<file path="src/rtl/uart_apb_sequencer.sv">
// uart_apb_sequencer: APB master that owns the link to the APB_UART slave.
// Runs the three-write config sequence, drains a TX byte queue, serves RX polls.
module uart_apb_sequencer #(
    parameter int          TX_DEPTH = 8,
    parameter int          TIMEOUT  = 255,
    parameter logic [11:0] A_BAUD   = 12'h410,
    parameter logic [11:0] A_CTRL   = 12'h408,
    parameter logic [11:0] A_STATE  = 12'h404,
    parameter logic [11:0] A_DATA   = 12'h400
) (
    input  logic        PCLK,
    input  logic        PRESET,
    input  logic        cfg_start,
    input  logic [7:0]  cfg_baud,
    input  logic [7:0]  cfg_ctrl,
    input  logic [7:0]  cfg_state,
    output logic        cfg_done,
    input  logic        tx_valid,
    input  logic [7:0]  tx_data,
    output logic        tx_ready,
    input  logic        rx_poll,
    output logic        rx_valid,
    output logic [7:0]  rx_data,
    output logic        busy,
    output logic        err,
    input  logic        err_clr,
    output logic        PSEL,
    output logic        PENABLE,
    output logic        PWRITE,
    output logic [11:0] PADDR,
    output logic [7:0]  PWDATA,
    input  logic [31:0] PRDATA,
    input  logic        PREADY
);

    localparam int AW = $clog2(TX_DEPTH);

    typedef enum logic [1:0] {IDLE, SETUP, ACCESS} state_t;
    typedef enum logic [1:0] {K_CFG, K_TX, K_RX} kind_t;

    state_t state, state_n;
    kind_t  kind, kind_n;

    logic [7:0]  fifo [TX_DEPTH];
    logic [AW:0] wr_ptr, rd_ptr;
    logic        empty, full, push;

    logic        cfg_pend, rx_pend, rr_tx;
    logic [1:0]  cfg_step;
    logic [23:0] cfg_pv, cfg_av;
    logic [9:0]  cnt;

    logic        g_cfg, g_new, g_tx, g_rx, xfer_ok, xfer_to;
    logic        psel_n, penable_n, pwrite_n;
    logic [11:0] paddr_n;
    logic [7:0]  pwdata_n;
    logic        unused_prdata;

    assign unused_prdata = ^PRDATA[31:8];

    assign empty    = (wr_ptr == rd_ptr);
    assign full     = (wr_ptr[AW] != rd_ptr[AW]) &&
                      (wr_ptr[AW-1:0] == rd_ptr[AW-1:0]);
    assign tx_ready = ~PRESET & ~full;
    assign push     = tx_valid & tx_ready;
    assign busy     = (state != IDLE) | cfg_pend | rx_pend |
                      (cfg_step != 2'd0) | ~empty;

    always_comb begin
        state_n   = state;
        kind_n    = kind;
        psel_n    = PSEL;
        penable_n = PENABLE;
        pwrite_n  = PWRITE;
        paddr_n   = PADDR;
        pwdata_n  = PWDATA;
        g_cfg     = 1'b0;
        g_new     = 1'b0;
        g_tx      = 1'b0;
        g_rx      = 1'b0;
        xfer_ok   = 1'b0;
        xfer_to   = 1'b0;
        unique case (state)
            IDLE: begin
                // an unfinished config sequence is never interleaved
                if (cfg_step != 2'd0 || cfg_pend) begin
                    g_cfg = 1'b1;
                    g_new = (cfg_step == 2'd0);
                end else if (cfg_done && !empty && (rr_tx || !rx_pend)) begin
                    g_tx = 1'b1;
                end else if (cfg_done && rx_pend) begin
                    g_rx = 1'b1;
                end
                if (g_cfg || g_tx || g_rx) begin
                    state_n   = SETUP;
                    psel_n    = 1'b1;
                    penable_n = 1'b0;
                    pwrite_n  = 1'b1;
                    paddr_n   = A_DATA;
                    pwdata_n  = 8'h00;
                end
                if (g_cfg) begin
                    kind_n = K_CFG;
                    case (cfg_step)
                        2'd0: begin
                            paddr_n  = A_BAUD;
                            pwdata_n = cfg_pv[23:16];
                        end
                        2'd1: begin
                            paddr_n  = A_CTRL;
                            pwdata_n = cfg_av[15:8];
                        end
                        default: begin
                            paddr_n  = A_STATE;
                            pwdata_n = cfg_av[7:0];
                        end
                    endcase
                end
                if (g_tx) begin
                    kind_n   = K_TX;
                    pwdata_n = fifo[rd_ptr[AW-1:0]];
                end
                if (g_rx) begin
                    kind_n   = K_RX;
                    pwrite_n = 1'b0;
                end
            end
            SETUP: begin
                state_n   = ACCESS;
                penable_n = 1'b1;
            end
            ACCESS: begin
                xfer_ok = PREADY;
                xfer_to = !PREADY && (cnt == 10'(TIMEOUT - 1));
                if (xfer_ok || xfer_to) begin
                    state_n   = IDLE;
                    psel_n    = 1'b0;
                    penable_n = 1'b0;
                end
            end
            default: begin
                state_n   = IDLE;
                psel_n    = 1'b0;
                penable_n = 1'b0;
            end
        endcase
    end

    always_ff @(posedge PCLK) begin
        if (PRESET) begin
            state   <= IDLE;
            kind    <= K_CFG;
            PSEL    <= 1'b0;
            PENABLE <= 1'b0;
            PWRITE  <= 1'b0;
            PADDR   <= '0;
            PWDATA  <= '0;
            cnt     <= '0;
        end else begin
            state   <= state_n;
            kind    <= kind_n;
            PSEL    <= psel_n;
            PENABLE <= penable_n;
            PWRITE  <= pwrite_n;
            PADDR   <= paddr_n;
            PWDATA  <= pwdata_n;
            cnt     <= (state == ACCESS) ? cnt + 10'd1 : '0;
        end
    end

    always_ff @(posedge PCLK) begin
        if (PRESET) begin
            wr_ptr   <= '0;
            rd_ptr   <= '0;
            cfg_pend <= 1'b0;
            cfg_step <= 2'd0;
            cfg_pv   <= '0;
            cfg_av   <= '0;
            cfg_done <= 1'b0;
            rx_pend  <= 1'b0;
            rr_tx    <= 1'b1;
            rx_valid <= 1'b0;
            rx_data  <= '0;
            err      <= 1'b0;
        end else begin
            if (push) begin
                fifo[wr_ptr[AW-1:0]] <= tx_data;
                wr_ptr <= wr_ptr + 1'b1;
            end
            if (g_tx) rd_ptr <= rd_ptr + 1'b1;
            if (g_tx) rr_tx <= 1'b0;
            if (g_rx) rr_tx <= 1'b1;
            // a pulse on the grant cycle is a fresh request
            cfg_pend <= cfg_start | (cfg_pend & ~g_new);
            rx_pend  <= rx_poll | (rx_pend & ~g_rx);
            if (cfg_start) cfg_pv <= {cfg_baud, cfg_ctrl, cfg_state};
            if (g_new) begin
                cfg_av   <= cfg_pv;
                cfg_done <= 1'b0;
            end
            if (xfer_ok && kind == K_CFG) begin
                if (cfg_step == 2'd2) begin
                    cfg_step <= 2'd0;
                    cfg_done <= 1'b1;
                end else begin
                    cfg_step <= cfg_step + 2'd1;
                end
            end
            if (xfer_to && kind == K_CFG) cfg_step <= 2'd0;
            rx_valid <= xfer_ok && (kind == K_RX);
            if (xfer_ok && kind == K_RX) rx_data <= PRDATA[7:0];
            err <= xfer_to | (err & ~err_clr);
        end
    end

endmodule

</file>
<file path="config.mk">
export PLATFORM = sky130hd
export DESIGN_NAME = uart_apb_sequencer
export DESIGN_NICKNAME = d
export VERILOG_FILES = /design/src/rtl/uart_apb_sequencer.sv
export SDC_FILE = /design/constraint.sdc
export NUM_CORES = 1
export LEC_CHECK = 0
export ABC_CLOCK_PERIOD_IN_PS = 3500
export CORE_MARGIN = 2
export CORE_UTILIZATION = 57
export CTS_CLUSTER_SIZE = 16
export DETAILED_ROUTE_END_ITERATION = 8
export PLACE_DENSITY = 0.91
export SLEW_MARGIN = 10
export SYNTH_ARGS = -nofsm -noshare
export SYNTH_HDL_FRONTEND = slang
export SYNTH_SLANG_ARGS = --single-unit
</file>
<file path="constraint.sdc">
create_clock -name PCLK -period 3.5 [get_ports PCLK]
set_input_delay 0.525 -clock PCLK [delete_from_list [all_inputs] [get_ports PCLK]]
set_output_delay 0.525 -clock PCLK [all_outputs]
set_load 0.02 [all_outputs]
</file>
==> results of run 1 <==
critical path, stage by stage (launching register included):
cell	delay (ns)
dfxtp_1	0.52
xnor2_1	0.22
and4b_1	0.43
nand3b_1	0.16
clkdlybuf4s50_1	0.57
layer usage:
layer | share of wire | vias to the layer above | GRT usage
met4 | 0.023 | 0 | 0.103
li1 | - | 2018 | -
met2 | 0.52 | 168 | 0.420
met3 | 0.056 | 31 | 0.0682
met1 | 0.40 | 2117 | 0.277
met5 | 0 | - | 0
through the flow:
step,util,cells,setup WS [ns],hold slack [ns]
after floorplan,-,531,1.07,0.431
after global placement,0.655,713,1.17,0.443
after detailed placement,0.655,713,1.04,0.445
after CTS,0.708,745,0.532,0.311
after global routing,0.708,745,0.420,0.332
final,0.708,745,0.532,0.341
sequential cells by signal, summed over array words and instances, names as in the netlist, 4 cells and up, named ones only:
signal   cells
cnt         10
rx_data      8
PWDATA       8
cfg_pv      24
PADDR        4
rd_ptr       4
cfg_av      16
wr_ptr       4
fifo        64
power by group through the flow:
| stage | logic, W | registers (W) | clock network [W] |
|---|---|---|---|
| 2_1_floorplan | 0.000167 | 0.00206 | 0 |
| 3_5_place_dp | 0.000292 | 0.00205 | 0 |
| 6_report | 0.000300 | 0.00202 | 0.00178 |
| 4_1_cts | 0.000299 | 0.00202 | 0.00180 |
| 5_1_grt | 0.000324 | 0.00202 | 0.00187 |
| 3_3_place_gp | 0.000283 | 0.00205 | 0 |
cell type report:
| cell class | count | area, sq um |
|---|---|---|
| well taps | 140 | 175 |
| fillers | 708 | 3170 |
| multi-input cells | 328 | 2300 |
| clock inverters | 13 | 146 |
| clock buffers | 19 | 422 |
| flip-flops and latches | 159 | 3820 |
| repair buffers | 81 | 788 |
| inverters | 5 | 18.8 |
placed cells by master (no fill, tap or decap), types with 2 or more instances in the layout:
master	synthesis	routed
a221o_1	7	7
clkbuf_16	0	16
or3_1	2	2
a21oi_1	34	34
edfxtp_1	64	64
nor2b_1	3	3
xnor2_1	8	8
a22oi_1	2	2
o211ai_1	2	2
nand2_1	45	45
conb_1	1	8
clkinv_1	0	3
clkinvlp_4	0	4
nor2_1	78	78
nand3b_1	2	2
clkinv_2	0	3
nand4_1	2	2
xor2_1	7	7
nand4b_1	4	4
dfxtp_1	95	95
mux2i_1	35	35
nand3_1	7	7
o21ai_0	12	12
and2_1	2	2
ha_1	4	4
buf_4	8	7
nand2b_1	5	5
mux4_1	16	16
a211oi_1	7	7
clkdlybuf4s50_1	0	73
clkbuf_1	16	2
inv_1	5	5
mux2_2	8	8
nor3_1	9	9
bufinv_16	0	3
path summary, 6_finish.rpt:
check | start | end | cells past startpoint
max | wr_ptr[1] | busy | 4
min reg2reg | cfg_av[1] | cfg_av[1] | 2
min | PRESET | wr_ptr[1] | 4
max reg2reg | wr_ptr[1] | fifo[7][1] | 4
cell usage after synthesis (all sizes together) (2+ instances only):
cell type / n / area share
nand3b: 2 / 0.0024
clkbuf: 16 / 0.0095
or3: 2 / 0.0020
nor4: 2 / 0.0030
nand2b: 5 / 0.0049
edfxtp: 64 / 0.30
a21oi: 35 / 0.028
nand2: 45 / 0.027
dfxtp: 95 / 0.30
nand3: 7 / 0.0055
nand4b: 4 / 0.0055
nor2b: 3 / 0.0030
mux2i: 35 / 0.055
xnor2: 8 / 0.011
nand4: 2 / 0.0020
buf: 23 / 0.026
mux4: 16 / 0.066
a221o: 7 / 0.011
o211ai: 2 / 0.0024
ha: 4 / 0.0079
a211oi: 7 / 0.0083
mux2: 8 / 0.014
nor2: 80 / 0.049
o21ai: 12 / 0.0095
xor2: 7 / 0.0097
inv: 5 / 0.0030
and2: 2 / 0.0020
a22oi: 2 / 0.0024
nor3: 9 / 0.0071
logic make-up (layout without fill, tap and decap cells):
family	Yosys count	after routing
AND/OR/NAND/NOR	169	169
flip-flops	159	159
AO/OA/AOI/OAI	73	73
multiplexers	59	59
buffers and inverters	44	118
XOR/XNOR	15	15
adder cells (fa/ha/maj)	4	4
other	1	8
==> metrics.txt, run 1 <==
yosys warns 0; CP Max Fanout 8; VDD IR max 353 uV; FFs w/ async S/R, synth 0; Post-Synth XOR/XNOR Area 0.0207; # IOs 107; Tot Pwr 0.00410 W; Worst-path clk slew 0.06 ns; synthesized area 6340 sq um; startpoint types flop; initial antenna violation count 0; Psw 0.000911 W; hold crit path type in2reg; CP endpoint kind output pin; Final Skew 0.00823 ns; 1st-pass router iterations 6; die width 109 um; largest net degree at the start of global routing 84; maximum buffer depth of the clock tree 2; Final setup viols 0; Finished Cell Area 7670 sq um; DIE AREA 12000 sq um; global-route usage over all layers 0.241; Comb pwr share 0.073; EDFF count, synth 64; relative slew slack 0.321; number of buffers created by CTS 17; Seq/Total Area, Yosys 0.603; placer congestion estimate 0.838; CP Class reg2out; initial core utilization 0.585; R2R setup slack 1.07 ns; Sink Count 159; Critical Path AT 2.44 ns; Cells after Synth 524; clock group share of total power 0.435; CTS resizes 0; Max Freq 337 MHz; H-tree depth 4; Max Cap Viol 0; Final ANT Viol Nets 0; Vias 4334; mux contribution to synthesized area 0.136; Clock Latency Late Sink 0.53 ns; DP HPWL 8550 um; Fin. Hold Viols 0; area delta synth->final 21.0%; vias in the first global route 4259; P_leak 2.78 nW; core area 10800 sq um; number of buffers added on ports 74; Vias/cell 5.82; Tmin final 2.97 ns; RSZ-0062 raised after global routing no; CP required 2.97 ns; Slew @ Worst Pin 1.01 ns; Seq cells post-synth 159; gr ovfl total 0; initial DRC count 390; Netlist cell types 50; Chip Height 109 um; final net count 667; number of antenna diodes 0; Fin Setup TNS 0 ns; Tcrit/Tclk final 0.848; syn_area_per_cell 12.1 sq um; status completed; internal power 0.00319 W; compound-cell area share of the yosys netlist 0.0730; CTS Hold Bufs 0; top_reg_cell synth dfxtp_1; Cell Pwr Density 534 nW/um^2; CTS tree done; sequential share of power 0.492; Final Max Tran Viols 0; wirelength, routed 13900 um; DRC Markers 0; wire per inst 18.6 um; sw frac 0.222; largest family of logic cells by synthesized area multiplexers; Root Buffer clkbuf_8; Setup Fix Bufs, Post-CTS 0; simple-gate share of the synthesized area 0.120; placed cell area 7100 sq um; Post-Synth Adder-Cell Area 0.00789; share of post-route cells with drive strength above 1 0.0810; Row Count 38; first-pass GRT wire length 21400 um
Power figures use the tool's default switching activity.
==> run 2: changes to the inputs <==
ABC_CLOCK_PERIOD_IN_PS = 2400   (was 3500)
CORE_UTILIZATION = 48   (was 57)
PLACE_DENSITY = 0.82   (was 0.91)
clock period = 2.4 ns   (was 3.5 ns; I/O delays follow)
==> run 2 against run 1 <==
  * First-iteration DRC count grew 9.2%
  * Highest routed layer unchanged
  * Cell count up 5.6%
  * Sequential cell count did not move
  * Critical endpoint unchanged
==> metrics.txt, run 2 (synthesis results as in run 1) <==
CTS tree done; Worst-path clk slew 0.06 ns; wirelength, routed 12800 um; Final setup viols 0; Row Count 41; CTS Hold Bufs 0; area delta synth->final 22.2%; commonest non-fill, non-tap cell in the layout dfxtp_1; hold crit path type in2reg; global-route usage over all layers 0.190; P_leak 2.82 nW; share of post-route cells with drive strength above 1 0.101; Comb pwr share 0.078; sw frac 0.222; number of antenna diodes 0; Setup Fix Bufs, Post-CTS 0; Max Cap Viol 0; Sink Count 159; internal power 0.00442 W; largest net degree at the start of global routing 84; Root Buffer clkbuf_16; number of fill cells in the layout 941; DIE AREA 14100 sq um; final net count 677; clock group share of total power 0.405; sequential share of power 0.517; number of buffers added on ports 74; die width 119 um; initial antenna violation count 0; VDD IR max 416 uV; core area 12800 sq um; placer congestion estimate 0.775; CP endpoint kind output pin; Max Freq 454 MHz; relative slew slack 0.455; Vias 4193; Critical Path AT 1.84 ns; gr ovfl total 0; H-tree depth 4; Cell Pwr Density 734 nW/um^2; 1st-pass router iterations 4; Clock Latency Late Sink 0.41 ns; initial DRC count 426; first-pass GRT wire length 21000 um; number of buffers created by CTS 17; # IOs 107; Tmin final 2.20 ns; status completed; Final Max Tran Viols 0; CP required 2.04 ns; Fin. Hold Viols 0; maximum buffer depth of the clock tree 2; Slew @ Worst Pin 0.818 ns; Tot Pwr 0.00568 W; vias in the first global route 4120; CTS resizes 7; Final Skew 0.00545 ns; RSZ-0062 raised after global routing no; Psw 0.00126 W; Vias/cell 5.33; wire per inst 16.2 um; Final ANT Viol Nets 0; DRC Markers 0; DP HPWL 8480 um; Chip Height 119 um; startpoint types flop; commonest non-fill, non-tap cells in the layout dfxtp_1, nor2_1, clkdlybuf4s50_1; Tcrit/Tclk final 0.917; Fin Setup TNS 0 ns; CP Max Fanout 7; CP Class reg2out; max FFs per register 64; initial core utilization 0.496; R2R setup slack 0.45 ns
run 2: per-stage QoR:
step | util | instance area (sq um) | setup slack (ns) | cells | hold WS (ns)
6_report | 0.606 | 7740 | 0.199 | 787 | 0.307
5_1_grt | 0.606 | 7740 | 0.121 | 787 | 0.322
4_1_cts | 0.606 | 7740 | 0.203 | 787 | 0.284
3_5_place_dp | 0.566 | 7220 | 0.375 | 755 | 0.446
3_3_place_gp | 0.566 | 7220 | 0.403 | 755 | 0.442
2_1_floorplan | - | 6370 | 0.133 | 531 | 0.431
run 2: worst max-delay path: stages (launching register included):
cell	delay (ns)
dfxtp_1	0.39
nor4_4	0.34
nor2b_1	0.24
nand3b_1	0.12
dlygate4sd2_1	0.34
run 2: worst paths after layout:
path	start	to	cells past startpoint
max	PENABLE	busy	4
min reg2reg	cfg_av[1]	cfg_av[1]	2
min	PRESET	wr_ptr[1]	4
max reg2reg	rd_ptr[0]	kind[1]	6
run 2: routing by layer:
metal / global-route usage / wire length, um
met1: 0.247 / 5730
met2: 0.300 / 6190
met3: 0.0517 / 685
met4: 0.0804 / 184
met5: 0 / 0
run 2: layout make-up:
class | instances | area [sq um] | share of cell area
sequential | 159 | 3830 | 0.494
multi-input combinational | 328 | 2320 | 0.300
timing repair buffer | 91 | 861 | 0.111
clock buffer | 24 | 462 | 0.0596
tap | 172 | 215 | 0.0278
clock inverter | 8 | 41.3 | 0.00533
inverter | 5 | 18.8 | 0.00242
run 2: power by group through the flow:
| stage | Combinational, W | Sequential [W] | Clock [W] |
|---|---|---|---|
| floorplan | 0.000244 | 0.00300 | 0 |
| global placement | 0.000429 | 0.00299 | 0 |
| detailed placement | 0.000441 | 0.00299 | 0 |
| CTS | 0.000444 | 0.00294 | 0.00234 |
| global route | 0.000482 | 0.00295 | 0.00246 |
| finish | 0.000442 | 0.00294 | 0.00230 |
